### config.mk
export PLATFORM = sky130hd
export DESIGN_NAME = button_reader
export DESIGN_NICKNAME = d
export VERILOG_FILES = /design/src/rtl/button_pkg.sv /design/src/rtl/debounce_channel.sv /design/src/rtl/button_reader.sv
export SDC_FILE = /design/constraint.sdc
export NUM_CORES = 1
export LEC_CHECK = 0
export ABC_AREA = 0
export CORE_MARGIN = 5
export CORE_UTILIZATION = 25
export CTS_CLUSTER_SIZE = 14
export DETAILED_ROUTE_END_ITERATION = 8
export HOLD_SLACK_MARGIN = 0.1
export RECOVER_POWER = 50
export SLEW_MARGIN = 15
export SYNTH_ARGS = -nofsm -noshare
export SYNTH_HDL_FRONTEND = slang
export SYNTH_HIERARCHICAL = 1
export SYNTH_SLANG_ARGS = --single-unit
export TNS_END_PERCENT = 50
### constraint.sdc
create_clock -name clk -period 2.5 [get_ports clk]
set_input_delay 0.5 -clock clk [delete_from_list [all_inputs] [get_ports clk]]
set_output_delay 0.5 -clock clk [all_outputs]
set_load 0.03 [all_outputs]
### src/rtl/button_pkg.sv
// +--------------------------------------------------------------------+
// | button_pkg : channel state encoding, synchronizer reset level and  |
// |              counter-width helper shared by the button reader.     |
// | Revision   : 1.0                                                   |
// +--------------------------------------------------------------------+
`default_nettype none

package button_pkg;

   typedef enum logic [1:0] {
      IDLE         = 2'd0,
      PRESS_WAIT   = 2'd1,
      HELD         = 2'd2,
      RELEASE_WAIT = 2'd3
   } chan_state_e;

   // Pins idle high, so the synchronizer wakes up reading "released".
   localparam logic c_SYNC_RST = 1'b1;

   function automatic int cnt_width(input int a, input int b);
      int m;
      m = (a > b) ? a : b;
      return $clog2(m + 1);
   endfunction

endpackage

`default_nettype wire

### src/rtl/debounce_channel.sv
// +--------------------------------------------------------------------+
// | debounce_channel : one button - 2-FF synchronizer, debounce FSM,   |
// |                    registered level and press/release/long pulses. |
// | Optional         : BUTTON_LONGPRESS_EN adds the long-hold counter. |
// | Revision         : 1.0                                             |
// +--------------------------------------------------------------------+
`default_nettype none

module debounce_channel
   import button_pkg::*;
#(
   parameter int DEBOUNCE_CYCLES = 1000000,
   parameter int LONG_CYCLES     = 50000000
) (
   input  logic clk,
   input  logic rstn,
   input  logic btn_n_i,
   output logic pressed_o,
   output logic press_o,
   output logic release_o,
   output logic long_press_o
);

   localparam int              CW        = cnt_width(DEBOUNCE_CYCLES, LONG_CYCLES);
   localparam logic [CW-1:0]   c_DB_LAST = CW'(DEBOUNCE_CYCLES - 1);
   localparam logic [CW-1:0]   c_ONE     = CW'(1);

   logic          sync1_q, sync2_q;
   logic          w_sample;
   chan_state_e   state_q, state_d;
   logic [CW-1:0] cnt_q, cnt_d;
   logic          pressed_q, pressed_d;
   logic          press_q, press_d;
   logic          release_q, release_d;

   always_ff @(posedge clk) begin
      if (!rstn) begin
         sync1_q   <= c_SYNC_RST;
         sync2_q   <= c_SYNC_RST;
         state_q   <= IDLE;
         cnt_q     <= '0;
         pressed_q <= 1'b0;
         press_q   <= 1'b0;
         release_q <= 1'b0;
      end else begin
         sync1_q   <= btn_n_i;
         sync2_q   <= sync1_q;
         state_q   <= state_d;
         cnt_q     <= cnt_d;
         pressed_q <= pressed_d;
         press_q   <= press_d;
         release_q <= release_d;
      end
   end

   assign w_sample = ~sync2_q;

   // The terminal compare ends every count, so cnt never wraps.
   always_comb begin
      state_d   = state_q;
      cnt_d     = cnt_q;
      pressed_d = pressed_q;
      press_d   = 1'b0;
      release_d = 1'b0;
      case (state_q)
         IDLE: begin
            if (w_sample) begin
               state_d = PRESS_WAIT;
               cnt_d   = c_ONE;
            end else begin
               cnt_d   = '0;
            end
         end
         PRESS_WAIT: begin
            if (!w_sample) begin
               state_d = IDLE;
               cnt_d   = '0;
            end else if (cnt_q == c_DB_LAST) begin
               state_d   = HELD;
               cnt_d     = '0;
               pressed_d = 1'b1;
               press_d   = 1'b1;
            end else begin
               cnt_d = cnt_q + c_ONE;
            end
         end
         HELD: begin
            if (!w_sample) begin
               state_d = RELEASE_WAIT;
               cnt_d   = c_ONE;
            end
         end
         RELEASE_WAIT: begin
            if (w_sample) begin
               state_d = HELD;
               cnt_d   = '0;
            end else if (cnt_q == c_DB_LAST) begin
               state_d   = IDLE;
               cnt_d     = '0;
               pressed_d = 1'b0;
               release_d = 1'b1;
            end else begin
               cnt_d = cnt_q + c_ONE;
            end
         end
         default: begin
            state_d = IDLE;
            cnt_d   = '0;
         end
      endcase
   end

   assign pressed_o = pressed_q;
   assign press_o   = press_q;
   assign release_o = release_q;

`ifdef BUTTON_LONGPRESS_EN
   localparam logic [CW-1:0] c_LONG_LAST = CW'(LONG_CYCLES - 1);

   logic [CW-1:0] hold_q, hold_d;
   logic          long_q, long_d;
   logic [CW-1:0] w_hold_inc;

   assign w_hold_inc = hold_q + c_ONE;

   // A bounce back from RELEASE_WAIT keeps the count, so one hold gives one pulse.
   always_comb begin
      hold_d = hold_q;
      long_d = 1'b0;
      if ((state_q == PRESS_WAIT) && (state_d == HELD)) begin
         hold_d = '0;
      end else if (state_d == IDLE) begin
         hold_d = '0;
      end else if ((state_q == HELD) && (hold_q != c_LONG_LAST)) begin
         hold_d = w_hold_inc;
         long_d = (w_hold_inc == c_LONG_LAST);
      end
   end

   always_ff @(posedge clk) begin
      if (!rstn) begin
         hold_q <= '0;
         long_q <= 1'b0;
      end else begin
         hold_q <= hold_d;
         long_q <= long_d;
      end
   end

   assign long_press_o = long_q;
`else
   assign long_press_o = 1'b0;
`endif

endmodule

`default_nettype wire

### src/rtl/button_reader.sv
// +--------------------------------------------------------------------+
// | button_reader : debounced level and event pulses for NUM_BTN       |
// |                 active-low pushbuttons, one channel per button.    |
// | Optional      : BUTTON_LONGPRESS_EN enables long_press pulses.     |
// | Revision      : 1.0                                                |
// +--------------------------------------------------------------------+
`default_nettype none

module button_reader #(
   parameter int NUM_BTN         = 4,
   parameter int DEBOUNCE_CYCLES = 1000000,
   parameter int LONG_CYCLES     = 50000000
) (
   input  logic               clk,
   input  logic               rstn,
   input  logic [NUM_BTN-1:0] btn_n_i,
   output logic [NUM_BTN-1:0] pressed_o,
   output logic [NUM_BTN-1:0] press_o,
   output logic [NUM_BTN-1:0] release_o,
   output logic [NUM_BTN-1:0] long_press_o
);

   for (genvar g = 0; g < NUM_BTN; g++) begin : g_chan
      debounce_channel #(
         .DEBOUNCE_CYCLES (DEBOUNCE_CYCLES),
         .LONG_CYCLES     (LONG_CYCLES)
      ) u_chan (
         .clk          (clk),
         .rstn         (rstn),
         .btn_n_i      (btn_n_i[g]),
         .pressed_o    (pressed_o[g]),
         .press_o      (press_o[g]),
         .release_o    (release_o[g]),
         .long_press_o (long_press_o[g])
      );
   end

endmodule

`default_nettype wire

==> run metrics <==
Worst EP required 2.81 ns; Static Leak 2.37 nW; Starting Density 0.252; Worst R2R End g_chan[0].u_chan/cnt_q[15]$_SDFFE_PN0N_; Seq/Total Area, Yosys 0.406; number of flops mapped to enable cells by yosys 0; Most Used Layer, Global Route met2; Mapped Nets 754; FP Rows 59; IO Port Bufs 17; Die Span Y 171 um; grt met1 use 0.123; worst reg2reg path depth 5; Max Fclk 0.463 GHz; Startpoint Class flip-flop; Crit Path Class reg2reg; I/O pins 22; Filler cells 2725; commonest non-fill, non-tap cell in the layout dfxtp_1; drt first pass iters 4; Worst Tran Pin Value 0.900 ns; area of the multi-input gates 3530 um^2; WL per Instance 12.1 um; hold path endpoint g_chan[2].u_chan/sync2_q$_SDFF_PN1_; routed vias 5140; first-pass GRT wire length 23200 um; Hold Fails Final Rpt 0; Final Max Tran Viols 0; Root Buffer Master clkbuf_16; hold path cells 1; final-stage net count 763; Area contributors post-synth dfxtp_1 (41%), nor2_1 (7.1%), xor2_1 (5.6%); GRT Resource Usage Total 0.0950; minimum clock period after layout 2.16 ns; Worst Hold Launch g_chan[2].u_chan/sync1_q$_SDFF_PN1_; Clk Latency, worst-skew pair 0.42 ns; RSZ-0062 raised after global routing no; H-tree levels 4; initial antenna violation count 0; Synth area leader dfxtp_1; DIE AREA 29400 um^2; # clock sinks 132; Longest Clk Path Bufs 2; post-cts sizing count 0; post-CTS setup buffer count 0; register bit total from synthesis 132; syn_area_per_cell 8.76 um^2; # hold bufs at CTS 0; CP max FO 11; Worst-path clk slew 0.06 ns; Yosys top cell area share 0.406; pin count of the biggest net entering global routing 32; Worst slew margin 0.397; vias per cell 4.67; final core occ 0.289; Final setup violation count 0; Final TNS setup 0 ns; met2 usage in global routing 0.152; die width 171 um; initial DRC count 321; Setup crit end kind flip-flop; Cell Area, Synth 6510 um^2; Synth Flop Type dfxtp_1; vias in the first global route 4872; type of the tightest min-delay check reg2reg; synth warn 6; Mapped Cells 744; CTS tree yes; commonest non-fill, non-tap cells in the layout dfxtp_1 (132), nor2_1 (124), nand2_1 (44); gpl congestion 0.804; n_diodes 0; Area Growth Syn to Fin 14.7%; final wirelength 13300 um; met3 usage in global routing 0.0214; crit share post-route 0.864; Post-synth ARST share 0; Power Dens Cells 627 nW/um^2; post-synthesis cell type count 70; share of post-route cells with drive strength above 1 0.0822; Inserted Clock Buffers 17; DRC viols 0; core area 25800 um^2; VDD IR max 0.478 mV; Storage cell area 2640 um^2; MaxCap Viol Count 0; DRT antenna net count 0; R2R setup slack 0.34 ns; GRT overflow 0; status finished, final reports clean; DP HPWL 8960 um; skew final 0.00685 ns; Worst EP arrival 2.47 ns
==> Yosys cell counts (19+ instances only) <==
cell type	number
dfxtp_1	132
xor2_1	42
nand4_1	30
and4_1	19
nand2_1	44
nor3_1	26
nand3_1	43
nor4_1	19
o21ai_0	21
nor2_1	124
xnor2_1	30
a21oi_1	21
==> power by group <==
group	internal [mW]	total [mW]	switching [mW]	leakage (nW)
clock network	1.51	2.48	0.978	0.285
logic	0.0277	0.0729	0.0452	1.02
registers	2.12	2.13	0.0137	1.07
==> sequential cells by signal, summed over array words and instances (netlist names), named ones only <==
signal / count
g_chan.u_chan/cnt_q: 104
g_chan.u_chan/press_o: 4
g_chan.u_chan/pressed_o: 4
g_chan.u_chan/release_o: 4
g_chan.u_chan/state_q: 4
g_chan.u_chan/sync1_q: 4
g_chan.u_chan/sync2_q: 4
==> final cells by class <==
type	count	share of cell area
Inverter	16	0.00804
Clock buffer	19	0.0593
Clock inverter	13	0.0196
Tap cell	335	0.0561
Timing Repair Buffer	25	0.0315
Sequential cell	132	0.354
Multi-Input combinational cell	561	0.472
==> cell families (layout without fill, tap and decap cells) <==
kind of cell | count (synthesis) | after routing | synth area share
XOR/XNOR | 72 | 72 | 0.0968
AO/OA/AOI/OAI | 85 | 85 | 0.0891
multiplexers | 6 | 6 | 0.00979
AND/OR/NAND/NOR | 390 | 390 | 0.341
buffers and inverters | 51 | 73 | 0.0478
adder cells (fa/ha/maj) | 4 | 4 | 0.00768
other | 4 | 4 | 0.00230
flip-flops | 132 | 132 | 0.406
==> worst max-delay path: stages, from the launching register on <==
cell	delay, ns
dfxtp_1	0.43
nor3b_2	0.78
nor4_4	0.17
and3_1	0.25
nor4b_1	0.14
a311o_1	0.27
==> metal layers <==
| layer | share of wire | routed length, um |
|---|---|---|
| met2 | 0.46 | 6060 |
| met3 | 0.026 | 345 |
| met4 | 0.018 | 246 |
| met5 | 0 | 0 |
| met1 | 0.50 | 6650 |
==> stage by stage <==
step                hold WS, ns  total power [mW]  setup slack [ns]  instance area [um^2]  cells
finish                    0.408              4.69             0.339                  7470   1101
CTS                       0.412              4.75             0.464                  7520   1101
global placement          0.389              2.25             0.524                  6930   1069
global route              0.448              4.86             0.189                  7470   1101
floorplan                 0.386              2.23             0.673                  6520    744
detailed placement        0.397              2.25             0.504                  6930   1069
==> worst max path at each step <==
stage / start / end / slack, ns / cells past startpoint
4_1_cts: g_chan[3].u_chan/pressed_o$_SDFFE_PN0P_ / pressed_o[3] / 0.46 / 1
3_5_place_dp: g_chan[3].u_chan/cnt_q[0]$_SDFFE_PN0N_ / g_chan[3].u_chan/pressed_o$_SDFFE_PN0P_ / 0.50 / 6
3_3_place_gp: g_chan[3].u_chan/cnt_q[0]$_SDFFE_PN0N_ / g_chan[3].u_chan/pressed_o$_SDFFE_PN0P_ / 0.52 / 6
5_1_grt: flip-flop / g_chan[0].u_chan/cnt_q[15]$_SDFFE_PN0N_ / 0.19 / 5
2_1_floorplan: g_chan[0].u_chan/cnt_q[0]$_SDFFE_PN0N_ / g_chan[0].u_chan/cnt_q[16]$_SDFFE_PN0N_ / 0.67 / 6
6_report: flip-flop / g_chan[0].u_chan/cnt_q[15]$_SDFFE_PN0N_ / 0.34 / 5
Power figures use the tool's default switching activity.
